**config.mk**
```make
export PLATFORM = sky130hd
export DESIGN_NAME = fetch_ctrl
export DESIGN_NICKNAME = d
export VERILOG_FILES = /design/src/rtl/fetch_ctrl_pkg.sv /design/src/rtl/fetch_skid.sv /design/src/rtl/fetch_ctrl.sv
export SDC_FILE = /design/constraint.sdc
export NUM_CORES = 1
export LEC_CHECK = 0
export BUFFER_PORTS_ARGS = -buffer_cell sky130_fd_sc_hd__buf_2
export CORE_AREA = 5 5 95 97
export CTS_CLUSTER_DIAMETER = 200
export DETAILED_ROUTE_END_ITERATION = 6
export DIE_AREA = 0 0 100 102
export GPL_TIMING_DRIVEN = 0
export PLACE_DENSITY = 0.84
export SYNTH_ARGS = -nofsm -noshare
export SYNTH_HDL_FRONTEND = slang
export SYNTH_HIERARCHICAL = 1
export SYNTH_SLANG_ARGS = --single-unit
```
**constraint.sdc**
```tcl
create_clock -name clk -period 5.65 [get_ports clk]
set_input_delay 0.565 -clock clk [delete_from_list [all_inputs] [get_ports clk]]
set_output_delay 0.565 -clock clk [all_outputs]
set_load 0.005 [all_outputs]
```
**src/rtl/fetch_ctrl_pkg.sv**
```systemverilog
// fetch_ctrl_pkg: shared fetch state encoding, HLT opcode default and 16-bit CLA adder
package fetch_ctrl_pkg;
  localparam logic [3:0] HLT_OP_DEF = 4'hF;
  typedef enum logic [1:0] {FETCH, DRAIN, HALT} state_t;
  // Four 4-bit groups; group carries are looked ahead, bits inside a group ripple.
  function automatic logic [15:0] cla_add16(input logic [15:0] a, input logic [15:0] b);
    logic [15:0] g, p, c;
    logic [4:0] gc;
    g = a & b;
    p = a ^ b;
    gc[0] = 1'b0;
    for (int k = 0; k < 4; k++) begin
      c[4*k] = gc[k];
      for (int i = 1; i < 4; i++) c[4*k+i] = g[4*k+i-1] | (p[4*k+i-1] & c[4*k+i-1]);
      gc[k+1] = g[4*k+3] | (p[4*k+3] & g[4*k+2]) | (p[4*k+3] & p[4*k+2] & g[4*k+1])
              | (p[4*k+3] & p[4*k+2] & p[4*k+1] & g[4*k]) | ((&p[4*k +: 4]) & gc[k]);
    end
    return p ^ c;
  endfunction
endpackage

```
**src/rtl/fetch_skid.sv**
```systemverilog
// fetch_skid: one-entry holding buffer for a fetched word and its PCS
module fetch_skid (
  input  logic        clk,
  input  logic        rst,
  input  logic        flush,
  input  logic        push,
  input  logic [15:0] push_data,
  input  logic [15:0] push_pcs,
  input  logic        pop,
  output logic        valid,
  output logic [15:0] data,
  output logic [15:0] pcs
);
  always_ff @(posedge clk or posedge rst) begin
    if (rst) begin
      valid <= 1'b0;
      data  <= 16'h0000;
      pcs   <= 16'h0000;
    end else if (flush) begin
      valid <= 1'b0;
    end else if (push) begin
      valid <= 1'b1;
      data  <= push_data;
      pcs   <= push_pcs;
    end else if (pop) begin
      valid <= 1'b0;
    end
  end
endmodule

```
**src/rtl/fetch_ctrl.sv**
```systemverilog
// fetch_ctrl: instruction fetch controller with memory handshake, skid output stage, redirect and halt
module fetch_ctrl
  import fetch_ctrl_pkg::*;
#(
  parameter logic [15:0] RESET_PC = 16'h0000,
  parameter logic [3:0]  HLT_OP   = HLT_OP_DEF
) (
  input  logic        clk,
  input  logic        rst,
  input  logic        stall,
  input  logic        redirect,
  input  logic [15:0] redirect_addr,
  output logic        imem_req,
  output logic [15:0] imem_addr,
  input  logic        imem_ready,
  input  logic [15:0] imem_data,
  output logic [15:0] instr,
  output logic        instr_valid,
  output logic [15:0] instr_pcs,
  output logic        halted
);
  state_t      state;
  logic [15:0] pc, pc_inc, pc_nxt, skid_data, skid_pcs;
  logic        done, accept, is_hlt, out_free, skid_valid, push, pop, skid_nv;
  assign pc_inc   = cla_add16(pc, 16'd2);
  assign done     = imem_req & imem_ready;
  assign accept   = done & (state == FETCH) & ~redirect;
  assign is_hlt   = imem_data[15:12] == HLT_OP;
  assign out_free = ~instr_valid | ~stall;
  assign pop      = out_free & skid_valid & ~redirect;
  assign push     = accept & (~out_free | skid_valid);
  assign skid_nv  = push | (skid_valid & ~pop);
  assign pc_nxt   = accept ? pc_inc : pc;
  fetch_skid u_skid (
    .clk       (clk),
    .rst       (rst),
    .flush     (redirect),
    .push      (push),
    .push_data (imem_data),
    .push_pcs  (pc_inc),
    .pop       (pop),
    .valid     (skid_valid),
    .data      (skid_data),
    .pcs       (skid_pcs)
  );
  always_ff @(posedge clk or posedge rst) begin
    if (rst) begin
      state       <= FETCH;
      pc          <= RESET_PC;
      imem_req    <= 1'b0;
      imem_addr   <= RESET_PC;
      instr       <= 16'h0000;
      instr_pcs   <= 16'h0000;
      instr_valid <= 1'b0;
      halted      <= 1'b0;
    end else if (redirect) begin
      pc          <= redirect_addr;
      instr_valid <= 1'b0;
      halted      <= 1'b0;
      // An unanswered request must finish its handshake before the new target is fetched.
      if (imem_req & ~imem_ready) begin
        state <= DRAIN;
      end else begin
        state     <= FETCH;
        imem_req  <= 1'b1;
        imem_addr <= redirect_addr;
      end
    end else begin
      if (out_free) begin
        if (skid_valid) begin
          instr       <= skid_data;
          instr_pcs   <= skid_pcs;
          instr_valid <= 1'b1;
        end else if (accept & ~push) begin
          instr       <= imem_data;
          instr_pcs   <= pc_inc;
          instr_valid <= 1'b1;
        end else begin
          instr_valid <= 1'b0;
        end
      end
      if (state == DRAIN) begin
        if (imem_ready) begin
          state     <= FETCH;
          imem_addr <= pc;
        end
      end else if (state == FETCH) begin
        if (accept & is_hlt) begin
          state    <= HALT;
          halted   <= 1'b1;
          imem_req <= 1'b0;
          pc       <= pc_inc;
        end else if (~imem_req | imem_ready) begin
          pc        <= pc_nxt;
          imem_addr <= pc_nxt;
          imem_req  <= ~skid_nv;
        end
      end
    end
  end
endmodule

```
==> results of run 1 <==
[final cells by class]
| cell class | instances | area [um2] | share of cell area (%) |
|---|---|---|---|
| flip-flops and latches | 102 | 2550 | 46.1 |
| multi-input cells | 235 | 2000 | 36.2 |
| repair buffers | 87 | 435 | 7.87 |
| plain buffers | 22 | 166 | 3.01 |
| clock buffers | 10 | 138 | 2.49 |
| well taps | 105 | 131 | 2.38 |
| clock inverters | 5 | 82.6 | 1.49 |
| inverters | 6 | 25.0 | 0.452 |
[through the flow]
stage | instances | setup slack [ns] | power (mW)
after detailed placement | 557 | 3.06 | 1.42
after CTS | 572 | 3.30 | 1.94
final | 572 | 3.30 | 1.92
after floorplan | 365 | 3.35 | 1.24
after global routing | 572 | 3.18 | 2.03
after global placement | 557 | 2.44 | 1.40
[synth_stat cells (2+ instances only)]
cell / number / area share (%)
buf_12: 3 / 1.3
o31ai_1: 5 / 0.79
dfrtp_1: 102 / 54
buf_1: 2 / 0.16
a21oi_1: 7 / 0.74
mux2i_1: 27 / 5.7
buf_6: 3 / 0.71
o31a_1: 4 / 0.74
ha_1: 10 / 2.6
xor2_1: 4 / 0.74
nand2b_1: 5 / 0.66
inv_1: 6 / 0.47
o21ai_0: 31 / 3.3
nor2b_1: 4 / 0.53
nor3b_1: 4 / 0.63
nor2_1: 12 / 0.95
nor3_1: 2 / 0.21
a21boi_0: 4 / 0.63
nand2_1: 33 / 2.6
mux2_4: 32 / 10
mux2_2: 37 / 8.8
clkbuf_1: 12 / 0.95
nand4_1: 3 / 0.40
nand3_1: 2 / 0.21
[where the power goes]
part,internal [mW],switching [mW],leakage (nW)
Combinational,0.242,0.185,1.22
Clock,0.261,0.250,0.113
Sequential,0.887,0.0919,1.27
Total,1.39,0.527,2.60
[routing by layer]
| layer | vias to the layer above | routed length, um | global-route usage [%] |
|---|---|---|---|
| li1 | 1468 | - | - |
| met1 | 1564 | 4340 | 27.4 |
| met2 | 78 | 4920 | 34.5 |
| met3 | 10 | 469 | 4.57 |
| met4 | 0 | 82 | 4.77 |
| met5 | - | 0 | 0 |
[path summary, 6_finish.rpt]
path	from	to	slack (ns)	depth (start not counted)
max	u_skid/valid	u_skid/data[7]	3.30	8
min	rst	u_skid/data[2]	0.32	2
max reg2reg	u_skid/valid	u_skid/data[7]	3.30	8
min reg2reg	instr[3]	instr[3]	0.49	2
max in group asynchronous	rst	instr_pcs[0]	4.70	2
min in group clk	imem_data[10]	u_skid/data[10]	0.44	2
[sequential cells by signal, summed over array words and instances (netlist names)]
register	count
instr_valid	1
pc	16
u_skid/valid	1
u_skid/pcs	16
imem_addr	16
u_skid/data	16
instr	16
state	2
instr_pcs	16
imem_req	1
halted	1
[kinds of logic after synthesis]
group	Yosys count	synth area share (%)
fa+ha+maj	10	2.64
simple gates	69	7.12
compound gates	55	6.89
flops	102	53.8
xor+xnor	5	0.923
mux	96	24.6
buf+inv	28	3.98
[cell usage in the layout, fill, tap and decap left out, types with 4 or more instances in the layout]
cell      netlist  final
nor2b_1         4      4
clkbuf_1       12     12
o31a_1          4      4
ha_1           10     10
nand2_1        33     33
buf_2           1     88
a21boi_0        4      4
clkbuf_8        0     10
nand2b_1        5      5
mux2_4         32     32
inv_1           6      4
a21oi_1         7      7
mux2_2         37     37
o31ai_1         5      5
mux2i_1        27     27
xor2_1          4      4
dfrtp_1       102    102
nor3b_1         4      4
nor2_1         12     12
o21ai_0        31     31
==> impl_results.md, run 1 <==
* Die area at 10200 um2
* Pre-antenna DRT Iters at 6
* Die Wd at 100 um
* Hold_ws at 0.317 ns
* Area Overhead vs Synth at 16.6%
* Slowest-stage cell, CP: clkbuf_1
* FF+latch count, synth at 102
* Final #Nets at 510
* # DRC at 0
* First-pass GRT wire length at 16.5 mm
* CTS Buffer Depth at 2
* CP most frequent cell: clkbuf_1
* Largest net degree at the start of global routing at 70
* Clock root buffer: clkbuf_8
* Cts hold-fix bufs at 0
* Detailed Route Iter0 Violations at 113
* Fin util at 68.7%
* Final antenna-violating net count at 0
* GR Util All Layers at 20.5%
* Critical Path RT at 5.91 ns
* Worst-Margin Slew at 0.860 ns
* Post-synth top flop: dfrtp_1
* Critical Path Source Type: register
* RePlAce Congestion at 0.809
* Slew Limit Fails at 0
* Die Ht at 102 um
* RSZ-0062 raised after global routing: no
* Setup TNS at 0 ns
* Critical-path cell list: clkbuf_1 -> clkbuf_1 -> a21oi_1 -> nor3_1 -> nor2b_4 -> buf_6 -> buf_12 -> mux2_4
* CORE AREA at 8050 um2
* Achievable Freq at 426 MHz
* Number of synthesized flops with an enable pin at 0
* Post-CTS sizing at 0
* Layout cells sized above 1 at 39.4%
* Post-DP HPWL at 6.87 mm
* Synthesized area at 4740 um2
* Worst Hold Class: input port to asynchronous set/reset pin
* PD cells at 347 nW/um2
* Delay-heaviest family, CP: buffers and inverters
* Outcome: finished clean
* Via count at 3120
* Ports at 88
* CP bufs+invs at 4
* Max-slew headroom at 42.6%
* Worst IR Drop VDD at 0.187 mV
* Period utilization at 41.6%
* Clk slew on worst S/H paths at 0.10 ns
* Initial core utilization at 58.9%
* Worst setup EP type: register
* Vias in the first global route at 3394
* # setup viols final at 0
* Fillers at 595
* Max-cap viol count at 0
* Seq/Total Area, Yosys at 53.8%
* Max stage delay on crit path at 0.46 ns
* Placed Area at 5310 um2
* CTS Buf Count at 9
* Worst Skew at 0.0109 ns
* # diodes at 0
* Clk_lat worst skew at 0.37 ns
* Syn Nets at 412
* Ys async rst share at 100%
* Netlist cell types at 35
* Mean post-synth cell area at 13.0 um2
* Synth Instances at 365
* PortBufs at 87
* Cell Rows at 33
* Sink Count at 102
* Worst Setup Path Type: register to register
* Grt ovf at 0
* Avg WL per Cell at 17.2 um
* Pleak at 2.60 nW
* Postcts setup bufs at 0
* CTS tree: built
* H-Tree Depth at 3
* Arrival @ worst endpoint at 2.60 ns
* Final hold vios at 0
* Number of warnings issued by yosys at 6
* Routed WL at 9.82 mm
* Min Clock Period, post-route at 2.35 ns
* Final Instance Area at 5530 um2
* Initial antenna violation count at 0
* Vias/cell at 5.45
* Crit-path max FO at 10
No activity file was read; power rests on OpenSTA's default activity.
==> inputs of run 2 (changes only) <==
- CORE_AREA: 5 5 95 97 -> 5 5 104 106
- DIE_AREA: 0 0 100 102 -> 0 0 109 111
- PLACE_DENSITY: 0.84 -> 0.74
- clock period: 5.65 -> 2 ns (I/O delays scaled with it)
==> run 2 against run 1 <==
Net effect:
- the run now ends with negative hold slack, negative setup slack left
- maximum frequency rose by 7.3%
- first-iteration DRC count fell by 12%
- non-clock buffer count rose by 24
- flip-flop and latch count did not move
- power rose to 2.8 times the previous value
- core utilization fell by 7.6 points
- sequential share of layout area fell by 2.9 points
- worst hold slack got worse by 0.33 ns
- combinational power rose to 3.2 times the previous value
- design area rose by 6.9%
- routed wire length rose by 7.4%
- critical path depth did not move
- critical endpoint is now imem_addr[10]
- largest power group unchanged
==> impl_results.md, run 2 (synthesis gave the netlist of run 1 again) <==
* Initial antenna violation count at 0
* Top Layer Used: met4
* Arrival @ worst endpoint at 2.44 ns
* Final antenna-violating net count at 0
* Critical-path cell list: nand4_1 -> nor2_1 -> ha_1 -> ha_2 -> ha_4 -> mux2_2 -> mux2_2 -> mux2_2
* Internal at 3.89 mW
* Most frequent cells in the layout: dfrtp_1 (99), buf_2 (87), mux2_4 (35)
* Max-cap viol count at 0
* Clk_lat worst skew at 0.36 ns
* Slowest-stage cell, CP: dfrtp_1
* Placed Area at 5350 um2
* Storage cell area at 2560 um2
* Largest net degree at the start of global routing at 70
* H-Tree Depth at 3
* CORE AREA at 9680 um2
* # diodes at 0
* Die Wd at 109 um
* Area of the multi-input gates at 2130 um2
* M1 wire length at 4.89 mm
* Worst Setup Path Type: register to register
* Worst IR Drop VDD at 0.473 mV
* Worst setup EP type: register
* Sw Pwr at 1.52 mW
* Detailed Route Iter0 Violations at 100
* GR Util All Layers at 17.8%
* CP most frequent cell: mux2_2
* Critical Path RT at 2.25 ns
* # setup viols final at 6
* Post-DP HPWL at 7.21 mm
* Final hold vios at 12
* Worst R2R Setup Slack at -0.19 ns
* Pleak at 2.75 nW
* Final Instance Area at 5910 um2
* Fin util at 61.1%
* Area Overhead vs Synth at 24.7%
* Worst Hold Class: input port to asynchronous set/reset pin
* Max-slew headroom at 41.3%
* RSZ-0062 raised after global routing: yes
* Critical Path Source Type: register
* Die Ht at 111 um
* CTS Buf Count at 9
* Sw Ratio at 28.1%
* Ports at 88
* RePlAce Congestion at 0.812
* DR WL met3 at 396 um
* CTS Buffer Depth at 2
* CTS tree: built
* Clk pwr share at 24.1%
* Clk slew on worst S/H paths at 0.10 ns
* Setup slack after layout at -0.189 ns
* Worst reg2reg path startpoint: pc[4]
* Min Clock Period, post-route at 2.19 ns
* Grt ovf at 0
* Worst Skew at 0.00931 ns
* Achievable Freq at 457 MHz
* Worst slack, placed at -0.356 ns
* Hold_ws at -0.0133 ns
* Routed WL at 10.5 mm
* Outcome: finished, violations left
* Sink Count at 102
* Worst-Margin Slew at 0.881 ns
* Period utilization at 109%
* Layout cells sized above 1 at 47.5%
* Reg2reg path depth at 8
* Final #Nets at 534
* RR Endpoint: imem_addr[10]
* Commonest non-fill, non-tap cell in the layout: dfrtp_1
* Slew Limit Fails at 0
* Cell Rows at 36
* First-pass GRT wire length at 17.1 mm
* Crit-path max FO at 3
* Max stage delay on crit path at 0.37 ns
* Failing checks: negative hold slack, negative setup slack
* Vias/cell at 5.09
* Seq pwr share at 51.0%
* PD cells at 914 nW/um2
* Die area at 12100 um2
* Pre-antenna DRT Iters at 4
* Initial core utilization at 49.0%
* Fillers at 791
* Metal2 WL at 5.10 mm
* Vias in the first global route at 3384
* Comb power frac at 24.9%
* PortBufs at 87
* Via count at 3177
* Avg WL per Cell at 16.9 um
* Clock root buffer: clkbuf_8
* # DRC at 0
* Total power draw at 5.41 mW
run 2: worst max-delay path, delay by kind of cell, from the launching register on:
kind | cells | cell delay (ns)
adder cells (fa/ha/maj) | 3 | 0.57
flip-flops | 1 | 0.37
multiplexers | 3 | 0.79
AND/OR/NAND/NOR | 2 | 0.36
run 2: worst max path at each step:
stage	from	slack [ns]	endpoint	cells after the start
5_1_grt	pc[8]	-0.26	imem_addr[14]	8
4_1_cts	pc[9]	-0.13	imem_addr[14]	8
3_5_place_dp	u_skid/valid	-0.36	u_skid/data[4]	8
3_3_place_gp	rst	-0.89	imem_addr[2]	2
6_report	pc[4]	-0.19	imem_addr[10]	8
2_1_floorplan	pc[1]	-0.05	imem_addr[14]	8
run 2: repair_timing:
item                       4_1_cts  5_1_grt
cloned                           1        0
setup endpoints to repair       42       65
hold buffers                     0        0
gates resized for setup         24       12
pin swaps                        5        7
buffers inserted                20        5
run 2: cell type report:
type                    instances  share of cell area, %
clock buffers                  11                   2.39
well taps                     133                   2.81
multi-input cells             235                   36.0
flip-flops and latches        102                   43.2
inverters                       6                  0.423
clock inverters                 4                  0.804
plain buffers                  20                   2.92
repair buffers                113                   11.4
run 2: per-stage QoR:
stage	TNS, ns	instances	hold slack, ns
floorplan	-0.149	365	0.263
global placement	-72.13	585	0.448
detailed placement	-12.77	585	0.453
CTS	-0.480	620	0.0683
global route	-1.03	624	0.0632
finish	-0.516	624	-0.0133
run 2: layer usage:
metal / global-route usage [%] / vias up
li1: - / 1518
met1: 24.6 / 1569
met2: 28.7 / 74
met3: 2.91 / 16
met4: 5.47 / 0
met5: 0 / -
run 2: power by group through the flow:
stage	combinational (mW)	sequential [mW]	clock, mW
after floorplan	0.737	2.78	0
after global placement	1.19	2.77	0
after detailed placement	1.23	2.80	0
after CTS	1.33	2.76	1.33
after global routing	1.49	2.81	1.41
final	1.35	2.75	1.30
==> inputs of run 3 (changes only) <==
- ABC_AREA: not set -> 1
- CORE_AREA: 5 5 104 106 -> 5 5 106 108
- DIE_AREA: 0 0 109 111 -> 0 0 111 113
- PLACE_DENSITY: 0.74 -> 0.75
- clock period: 2 -> 1.8 ns (I/O delays scaled with it)
==> run 3 against run 2 <==
Net effect:
- largest cell class unchanged
- via count is 33% higher
- flip-flop and latch count is the same
- the flow finishes with violations (negative setup slack)
- die area increased by 3.7%
- sequential share of layout area decreased by 1.9 points
- core utilization fell by 0.082 points
==> impl_results.md, run 3 <==
* Vias in the first global route at 4243
* CTS Buf Count at 9
* Critical-path cell list: nand3_2 -> nor3_2 -> ha_2 -> ha_4 -> ha_4 -> inv_2 -> nand2_2 -> nand2_4 -> nand3_2 -> nand3_2 -> nand2_2 -> nand2_1 -> nand2_1
* PortBufs at 87
* Syn Nets at 646
* Die Ht at 113 um
* CP most frequent cell: nand3_2
* FF+latch count, synth at 102
* Initial core utilization at 49.4%
* Most common cell in the netlist: nand2_1
* CORE AREA at 10100 um2
* Slew Limit Fails at 0
* Hold path depth at 3
* Outcome: finished, violations left
* Reg2reg path depth at 13
* Fin util at 61.0%
* Grt ovf at 0
* Hold_ws at 0.0270 ns
* Min Clock Period, post-route at 1.83 ns
* Worst slack, placed at -0.239 ns
* # diodes at 0
* Seq pwr share at 49.5%
* GR Util All Layers at 20.1%
* Post-synth top flop: dfrtp_1
* Max-slew headroom at 59.5%
* PD cells at 1030 nW/um2
* Total power draw at 6.37 mW
* Worst reg2reg path startpoint: pc[2]
* First-pass GRT wire length at 20.5 mm
* Final hold vios at 0
* Synthesized area at 5010 um2
* # setup viols final at 1
* Worst setup EP type: register
* Placed Area at 5640 um2
* Post-Layout Cell Count at 853
* Setup slack after layout at -0.0284 ns
* Fillers at 868
* Achievable Freq at 547 MHz
* Synth cell count leaders: nand2_1 (249), dfrtp_1 (102), nand3_1 (66)
* Worst Skew at 0.0128 ns
* Area leader, netlist: dfrtp_1
* Synth Instances at 599
* Sw Ratio at 32.3%
* Area of the multi-input gates at 2200 um2
* Layout cells sized above 1 at 31.7%
* Commonest non-fill, non-tap cell in the layout: nand2_1
* Period utilization at 102%
* CP bufs+invs at 1
* Crit-path max FO at 3
* RePlAce Congestion at 0.819
* Seq/Total Area, Yosys at 51.0%
* Clk pwr share at 23.1%
* Worst R2R Setup Slack at -0.03 ns
* Sink Count at 102
* RR Endpoint: imem_addr[15]
* Detailed Route Iter0 Violations at 176
* RSZ-0062 raised after global routing: yes
* Cell Rows at 37
* Pleak at 3.44 nW
* Routed WL at 12.7 mm
* Ys async rst share at 100%
* Post-DP HPWL at 8.86 mm
* Worst Hold Class: input port to register
* Largest net degree at the start of global routing at 45
* Via count at 4238
* Final #Nets at 759
* Number of warnings issued by yosys at 6
* Storage cell area at 2550 um2
* Clk_lat worst skew at 0.37 ns
* Critical Path Source Type: register
* Pre-antenna DRT Iters at 5
* Ports at 88
* Die Wd at 111 um
* Post-synth top area share at 51.0%
* Vias/cell at 4.97
* Synth area leaders: dfrtp_1 (51%), nand2_1 (19%), nand3_1 (6.6%), o211ai_1 (4.8%), inv_1 (3.3%)
* Hold wc startpoint: redirect_addr[10]
* Mean post-synth cell area at 8.36 um2
* Clock root buffer: clkbuf_8
* Sw Pwr at 2.06 mW
* Worst-Margin Slew at 0.606 ns
* Final Instance Area at 6180 um2
* Final antenna-violating net count at 0
* Max-cap viol count at 0
* Avg WL per Cell at 14.8 um
* CTS tree: built
* Initial antenna violation count at 0
* Placed cells at 823
* Worst IR Drop VDD at 0.602 mV
* H-Tree Depth at 3
* Critical Path RT at 2.10 ns
* Setup TNS at -0.0284 ns
* Hold path endpoint: pc[10]
* Comb power frac at 27.4%
* # DRC at 0
* CTS Buffer Depth at 2
* Die area at 12500 um2
* Clk slew on worst S/H paths at 0.10 ns
* Area Overhead vs Synth at 23.5%
* Slowest-stage cell, CP: dfrtp_1
* Failing checks: negative setup slack
* Worst Setup Path Type: register to register
* Arrival @ worst endpoint at 2.13 ns
* Max stage delay on crit path at 0.39 ns
* Delay-heaviest family, CP: simple AND/OR/NAND/NOR gates
* Most frequent cells in the layout: nand2_1 (238), dfrtp_1 (102), buf_2 (91)
* Internal at 4.31 mW
* Netlist cell types at 27
* Number of synthesized flops with an enable pin at 0
==> run 3: changes by cell type after synthesis, sizes merged, moves of 16 or more <==
cell / delta
buf: +16
inv: +42
mux2: -69
mux2i: -27
nand2: +237
nand3: +65
o211ai: +32
o21ai: -29
or2: +16
==> run 3: worst max path at each step <==
stage	from	end	depth (start not counted)
5_1_grt	pc[2]	imem_addr[15]	13
3_5_place_dp	pc[1]	imem_addr[14]	11
3_3_place_gp	u_skid/valid	u_skid/data[7]	10
4_1_cts	pc[1]	imem_addr[6]	11
2_1_floorplan	pc[1]	imem_addr[14]	11
6_report	pc[2]	imem_addr[15]	13
==> run 3: worst min-delay path, delay by kind of cell <==
| family | cells | cell delay [ns] |
|---|---|---|
| AND/OR/NAND/NOR | 2 | 0.11 |
| buffers and inverters | 1 | 0.07 |
==> run 3: routing by layer <==
layer  up-vias  global-route usage, %  part of all wire [%]
li1       2129                      -                     -
met1      1942                   26.8                    45
met2       146                   32.5                    47
met3        21                   4.92                   6.2
met4         0                   6.32                   1.6
met5         -                      0                     0
==> run 3: logic make-up after synthesis <==
| group | Yosys count | synth area share (%) |
|---|---|---|
| adder cells (fa/ha/maj) | 10 | 2.50 |
| AO/OA/AOI/OAI | 39 | 5.82 |
| flip-flops | 102 | 51.0 |
| AND/OR/NAND/NOR | 367 | 31.9 |
| buffers and inverters | 81 | 8.82 |
==> run 3: power by group through the flow <==
stage	Clock (mW)	Combinational, mW	Sequential, mW
floorplan	0	0.846	3.20
global placement	0	1.54	3.17
detailed placement	0	1.58	3.19
CTS	1.50	1.65	3.15
global route	1.60	1.98	3.23
finish	1.47	1.75	3.15
==> run 3: layout make-up <==
class                   count  area share [%]
plain buffers              33            4.61
clock buffers              11            2.29
well taps                 136            2.75
flip-flops and latches    102            41.3
clock inverters             5           0.951
repair buffers            102            9.49
multi-input cells         416            35.5
inverters                  48            3.10
==> run 3: timing repair <==
action | CTS | global route
setup endpoints to repair | 51 | 81
resized for setup | 15 | 43
buffers inserted | 7 | 5
pin swaps | 5 | 17
hold buffers | 1 | 0
endpoints found under the hold margin | 25 | 0
